## src/rtl/params_noc.sv

```systemverilog
// Shared NoC types: port directions, flit labels and the flit record
// exchanged between router stages.
package params_noc;

    localparam int DEFAULT_BUFFER_SIZE    = 8;
    localparam int DEFAULT_ON_OFF_THRESH  = 2;
    localparam int X_ADDR_WIDTH           = 2;
    localparam int Y_ADDR_WIDTH           = 2;
    localparam int PAYLOAD_WIDTH          = 16;

    typedef enum logic [2:0] {
        LOCAL = 3'd0,
        NORTH = 3'd1,
        EAST  = 3'd2,
        SOUTH = 3'd3,
        WEST  = 3'd4
    } inout_Port;

    typedef enum logic [1:0] {
        HEAD     = 2'd0,
        BODY     = 2'd1,
        TAIL     = 2'd2,
        HEADTAIL = 2'd3
    } flit_label_t;

    typedef struct packed {
        flit_label_t              flit_label;
        logic [X_ADDR_WIDTH-1:0]  x_Dest;
        logic [Y_ADDR_WIDTH-1:0]  y_Dest;
        logic [PAYLOAD_WIDTH-1:0] payload;
    } flit_t;

    function automatic logic opens_packet(input flit_label_t lbl);
        return (lbl == HEAD) || (lbl == HEADTAIL);
    endfunction

    function automatic logic closes_packet(input flit_label_t lbl);
        return (lbl == TAIL) || (lbl == HEADTAIL);
    endfunction

endpackage

```

## src/rtl/circular_buffer.sv

```systemverilog
// Circular flit FIFO with a combinational view of the head entry.
// Pushes into a full buffer are discarded; pops of an empty buffer are ignored.
module circular_buffer
    import params_noc::*;
#(
    parameter  int DEPTH = DEFAULT_BUFFER_SIZE,
    localparam int PTR_W = $clog2(DEPTH),
    localparam int CNT_W = PTR_W + 1
) (
    input  logic             clk,
    input  logic             rst,
    input  logic             push_i,
    input  logic             pop_i,
    input  flit_t            data_i,
    output flit_t            head_o,
    output logic [CNT_W-1:0] count_o,
    output logic             full_o,
    output logic             empty_o
);

    flit_t            mem_q [DEPTH];
    logic [PTR_W-1:0] wr_ptr_q, wr_ptr_d;
    logic [PTR_W-1:0] rd_ptr_q, rd_ptr_d;
    logic [CNT_W-1:0] count_q, count_d;
    logic             push_ok;
    logic             pop_ok;

    assign full_o  = (count_q == CNT_W'(DEPTH));
    assign empty_o = (count_q == '0);
    assign count_o = count_q;
    assign push_ok = push_i && !full_o;
    assign pop_ok  = pop_i && !empty_o;
    assign head_o  = empty_o ? '0 : mem_q[rd_ptr_q];

    // DEPTH is a power of two, so pointer increments wrap on their own.
    always_comb begin
        wr_ptr_d = wr_ptr_q + PTR_W'(push_ok);
        rd_ptr_d = rd_ptr_q + PTR_W'(pop_ok);
        count_d  = count_q + CNT_W'(push_ok) - CNT_W'(pop_ok);
    end

    always_ff @(posedge clk or posedge rst) begin
        if (rst) begin
            wr_ptr_q <= '0;
            rd_ptr_q <= '0;
            count_q  <= '0;
        end else begin
            wr_ptr_q <= wr_ptr_d;
            rd_ptr_q <= rd_ptr_d;
            count_q  <= count_d;
        end
    end

    always_ff @(posedge clk) begin
        if (push_ok) begin
            mem_q[wr_ptr_q] <= data_i;
        end
    end

endmodule

```

## src/rtl/input_buffer_unit.sv

```systemverilog
// Router input port: buffers flits, routes each packet once at its head,
// then forwards it flit by flit on switch-allocator grants (wormhole).
module input_buffer_unit
    import params_noc::*;
#(
    parameter int BUFFER_SIZE   = DEFAULT_BUFFER_SIZE,
    parameter int X_ADDR_SIZE   = X_ADDR_WIDTH,
    parameter int Y_ADDR_SIZE   = Y_ADDR_WIDTH,
    parameter int ON_OFF_THRESH = DEFAULT_ON_OFF_THRESH
) (
    input  logic                   clk,
    input  logic                   rst,
    input  flit_t                  data_i,
    input  logic                   valid_i,
    output logic                   on_off_o,
    output logic [X_ADDR_SIZE-1:0] x_Des_o,
    output logic [Y_ADDR_SIZE-1:0] y_Des_o,
    input  inout_Port              port_i,
    output logic                   sa_req_o,
    output inout_Port              sa_port_o,
    input  logic                   sa_grant_i,
    output flit_t                  data_o,
    output logic                   valid_o,
    output logic                   error_o
);

    localparam int CNT_W = $clog2(BUFFER_SIZE) + 1;

    localparam logic [0:0] ST_IDLE   = 1'b0;
    localparam logic [0:0] ST_ACTIVE = 1'b1;

    logic [0:0]       state_q, state_d;
    inout_Port        route_q, route_d;
    logic             on_off_q, on_off_d;
    logic             pop;
    logic             depart;
    logic             discard;
    flit_t            head;
    logic [CNT_W-1:0] count;
    logic             full;
    logic             empty;

    circular_buffer #(
        .DEPTH(BUFFER_SIZE)
    ) u_fifo (
        .clk    (clk),
        .rst    (rst),
        .push_i (valid_i),
        .pop_i  (pop),
        .data_i (data_i),
        .head_o (head),
        .count_o(count),
        .full_o (full),
        .empty_o(empty)
    );

    always_comb begin
        state_d = state_q;
        route_d = route_q;
        pop     = 1'b0;
        depart  = 1'b0;
        discard = 1'b0;
        case (state_q)
            ST_IDLE: begin
                if (!empty) begin
                    if (opens_packet(head.flit_label)) begin
                        route_d = port_i;
                        state_d = ST_ACTIVE;
                    end else begin
                        // Body/tail with no open packet: upstream lost sync, drop it.
                        pop     = 1'b1;
                        discard = 1'b1;
                    end
                end
            end
            default: begin
                if (sa_grant_i && !empty) begin
                    pop    = 1'b1;
                    depart = 1'b1;
                    if (closes_packet(head.flit_label)) begin
                        state_d = ST_IDLE;
                    end
                end
            end
        endcase
    end

    // Uses the registered count, so the flag lags occupancy by one cycle.
    assign on_off_d = (BUFFER_SIZE - int'(count)) > ON_OFF_THRESH;

    always_ff @(posedge clk or posedge rst) begin
        if (rst) begin
            state_q  <= ST_IDLE;
            route_q  <= LOCAL;
            on_off_q <= 1'b1;
        end else begin
            state_q  <= state_d;
            route_q  <= route_d;
            on_off_q <= on_off_d;
        end
    end

    assign on_off_o  = on_off_q;
    assign x_Des_o   = head.x_Dest;
    assign y_Des_o   = head.y_Dest;
    assign sa_req_o  = (state_q == ST_ACTIVE) && !empty;
    assign sa_port_o = route_q;
    assign valid_o   = depart;
    assign data_o    = depart ? head : '0;
    assign error_o   = discard;

endmodule

```

## config.mk

```make
export PLATFORM = sky130hd
export DESIGN_NAME = input_buffer_unit
export DESIGN_NICKNAME = d
export VERILOG_FILES = /design/src/rtl/params_noc.sv /design/src/rtl/circular_buffer.sv /design/src/rtl/input_buffer_unit.sv
export SDC_FILE = /design/constraint.sdc
export NUM_CORES = 1
export LEC_CHECK = 0
export ABC_AREA = 1
export BUFFER_PORTS_ARGS = -buffer_cell sky130_fd_sc_hd__buf_4
export CAP_MARGIN = 20
export CORE_ASPECT_RATIO = 0.75
export CORE_MARGIN = 4
export CORE_UTILIZATION = 47
export CTS_CLUSTER_SIZE = 12
export DETAILED_ROUTE_END_ITERATION = 10
export PLACE_DENSITY = 0.65
export SLEW_MARGIN = 20
export SYNTH_ARGS = -nofsm -noshare
export SYNTH_HDL_FRONTEND = slang
export SYNTH_SLANG_ARGS = --single-unit
```

## constraint.sdc

```tcl
create_clock -name clk -period 5.1 [get_ports clk]
set_input_delay 0.51 -clock clk [delete_from_list [all_inputs] [get_ports clk]]
set_output_delay 0.51 -clock clk [all_outputs]
set_load 0.03 [all_outputs]
```

==> results.json <==
{
  "max_slew.worst_pin.slew_ns": 0.951,
  "postRouteAntennaNets": 0,
  "start_util_pct": 47.9,
  "grt_pass1_vias": 5364,
  "finalWeightedCongestion": 0.745,
  "synth-seq-cells": 191,
  "initial_antenna_violation_count": 0,
  "slew_violations": 0,
  "count_of_warnings_emitted_by_yosys": 0,
  "netlist-cell-type-count": 23,
  "number_of_cell_instances_on_the_worst_register_to_register_path": 18,
  "total_leakage_power_uw": 0.00370,
  "vdd_drop_max_v": 0.000381,
  "highest_fanout_seen_on_the_critical_path": 42,
  "cts_tree": "built",
  "endpoints_failing_hold": 0,
  "insertedDiodeCount": 0,
  "worst_slew_margin_relative_to_its_limit_pct": 36.5,
  "critPathArrivalTime_ns": 4.12,
  "hpwlAfterDp_um": 9540,
  "stdcell_count": 1009,
  "vias": 5144,
  "totalWireLength_um": 17200,
  "period_share_pct": 74.5,
  "first_pass_grt_wire_length_um": 27600,
  "critical_path.reg2reg.endpoint": "u_fifo.count_o[2]$_DFF_PP0_",
  "dr_pass1_iterations": 4,
  "final_layout_size_suffix_gt1_share_pct": 14.4,
  "layout.cells.most_common": "sky130_fd_sc_hd__edfxtp_1",
  "p_per_area_nw_per_um2": 623,
  "r2r_slack_ns": 1.30,
  "final_critical_path_setup_slack_ns": 1.30,
  "power.share.combinational_pct": 39.4,
  "nets_in_the_synthesized_netlist": 771,
  "io_pins": 62,
  "critPathLaunchType": "flop",
  "buffer_levels_on_the_longest_clock_path": 2,
  "critical_path_type": "flop to flop",
  "cts_num_sinks": 191,
  "setup-violations-final": 0,
  "netlist_area_um2": 8060,
  "final.setup_skew_ns": 0.0118,
  "fp-row-count": 41,
  "final_nets": 824,
  "routed_via_density": 5.10,
  "die-height_um": 121,
  "crit_required_ns": 5.42,
  "status": "finished, final reports clean",
  "cts.hold.buffers_added": 0,
  "crit_path_end": "u_fifo.count_o[2]$_DFF_PP0_",
  "timing.final.crit_period_ns": 3.80,
  "power.share.clock_pct": 23.5,
  "cts.repair.resized": 0,
  "routed_length_per_instance_um": 17.0,
  "endpoint_kind": "flop",
  "cap_viol_max_count": 0,
  "unrepaired_setup_endpoints_after_global_routing": "false",
  "max_freq_mhz": 263,
  "worst_hold_slack_ns": 0.137,
  "hold_path_class": "primary input to async pin",
  "numPlacedInstances": 977,
  "clk_pin_slew_ns": 0.08,
  "seq_area_frac_synth_pct": 70.2,
  "core_area_um2": 16800,
  "port_buffers": 61,
  "floorplan.die.width_um": 159,
  "cts.root.buffer_cell": "sky130_fd_sc_hd__clkbuf_16",
  "overflow": 0,
  "cts-buffers-inserted": 17,
  "power.sequential.fraction_pct": 37.0,
  "drtIter0Drc": 371,
  "timing.critical_path.from": "u_fifo.rd_ptr_q[0]$_DFF_PP0_",
  "largest_net_degree_at_the_start_of_global_routing": 51,
  "die-area_um2": 19300,
  "postCtsSetupRepairBufs": 0,
  "avgSynthCellArea_um2": 11.1,
  "global_route.usage.total_pct": 18.5,
  "net_switching_power_of_the_design_uw": 2330,
  "netSwitchingFraction_pct": 40.2,
  "rr_startpoint": "u_fifo.rd_ptr_q[0]$_DFF_PP0_",
  "syn_to_final_growth_pct": 15.6,
  "remaining_drc_errors": 0,
  "syn_inst": 728,
  "cts_max_level": 4,
  "fin_tns_setup_ns": 0,
  "place_worst_setup_slack_ns": 1.40,
  "clock_latency_ns": 0.44,
  "most-common-layout-cells": "sky130_fd_sc_hd__edfxtp_1 (176), sky130_fd_sc_hd__nor2_1 (175), sky130_fd_sc_hd__nand2_1 (111)",
  "cellInternalPower_uw": 3480
}
worst min-delay path by stage:
stage | start | to
after global routing | rst | state_q$_DFF_PP0_
after global placement | sa_port_o[2]$_DFFE_PP0P_ | sa_port_o[2]$_DFFE_PP0P_
final | rst | u_fifo.count_o[3]$_DFF_PP0_
after detailed placement | sa_port_o[0]$_DFFE_PP0P_ | sa_port_o[0]$_DFFE_PP0P_
after CTS | rst | sa_port_o[2]$_DFFE_PP0P_
after floorplan | rst | sa_port_o[0]$_DFFE_PP0P_
worst max-delay path: stages (launching register included):
cell and delay (ns):
sky130_fd_sc_hd__dfrtp_2 0.87, sky130_fd_sc_hd__inv_2 0.49, sky130_fd_sc_hd__nand2_1 0.19, sky130_fd_sc_hd__nand2_1 0.07, sky130_fd_sc_hd__nand2_1 0.07, sky130_fd_sc_hd__nand3_1 0.10, sky130_fd_sc_hd__nand3_1 0.14, sky130_fd_sc_hd__inv_1 0.06
sky130_fd_sc_hd__ha_1 0.29, sky130_fd_sc_hd__nand3_1 0.07, sky130_fd_sc_hd__inv_1 0.11, sky130_fd_sc_hd__nor2_1 0.08, sky130_fd_sc_hd__nor2_1 0.19, sky130_fd_sc_hd__inv_1 0.09, sky130_fd_sc_hd__nand2_1 0.08, sky130_fd_sc_hd__ha_1 0.17
sky130_fd_sc_hd__inv_1 0.06, sky130_fd_sc_hd__fa_1 0.37, sky130_fd_sc_hd__xor2_1 0.18
metrics by stage:
stage                     total power [µW]  area, µm²  utilization, %
after CTS                             5850       9320            55.4
after global placement                4400       8710            51.7
after global routing                  6220       9320            55.4
final                                 5810       9320            55.4
after floorplan                       3790       8060               -
after detailed placement              4480       8710            51.7
sequential cells by signal, indices dropped and copies added, names as in the netlist:
name / count
on_off_o: 1
sa_port_o: 3
state_q: 1
u_fifo.count_o: 4
u_fifo.mem_q: 176
u_fifo.rd_ptr_q: 3
u_fifo.wr_ptr_q: 3
layer usage:
| layer | up-vias | track usage, % | wire length (µm) |
|---|---|---|---|
| met5 | - | 0 | 0 |
| met1 | 2475 | 23.2 | 7280 |
| met2 | 127 | 32.5 | 8690 |
| li1 | 2530 | - | - |
| met4 | 0 | 6.18 | 144 |
| met3 | 12 | 3.90 | 1070 |
area by class of cell:
class / count / area [µm²]
clock buffer: 17 / 425
multi-input combinational: 442 / 2040
clock inverter: 15 / 191
fill: 1407 / 7500
inverter: 61 / 229
tap: 215 / 269
timing repair buffer: 68 / 510
sequential: 191 / 5660
synthesized netlist by cell type, drive strengths merged:
master  count  area, µm²
a21boi      1       7.51
a21oi       2       10.0
a31oi       1       6.26
buf        27        164
clkbuf      7       26.3
dfrtp      14        350
dfstp       1       26.3
edfxtp    176       5290
fa          1       20.0
ha         13        163
inv        61        229
nand2     112        423
nand3      56        280
nor2      184        691
nor3        1       5.00
o21ai      65        325
xor2        6       52.6
logic make-up after synthesis:
kind of cell	synth area share, %
DFF	70.2
adders and majority gates	2.27
AOI/OAI and AO/OA	4.33
xor gates and xnor gates	0.652
and+or+nand+nor	17.3
buffers and inverters	5.20
power by group through the flow:
stage / registers, µW / logic [µW] / clock network [µW]
final: 2150 / 2290 / 1370
after floorplan: 2140 / 1650 / 0
after detailed placement: 2180 / 2300 / 0
after global placement: 2170 / 2230 / 0
after CTS: 2150 / 2310 / 1390
after global routing: 2180 / 2590 / 1450
Power figures use the tool's default switching activity.
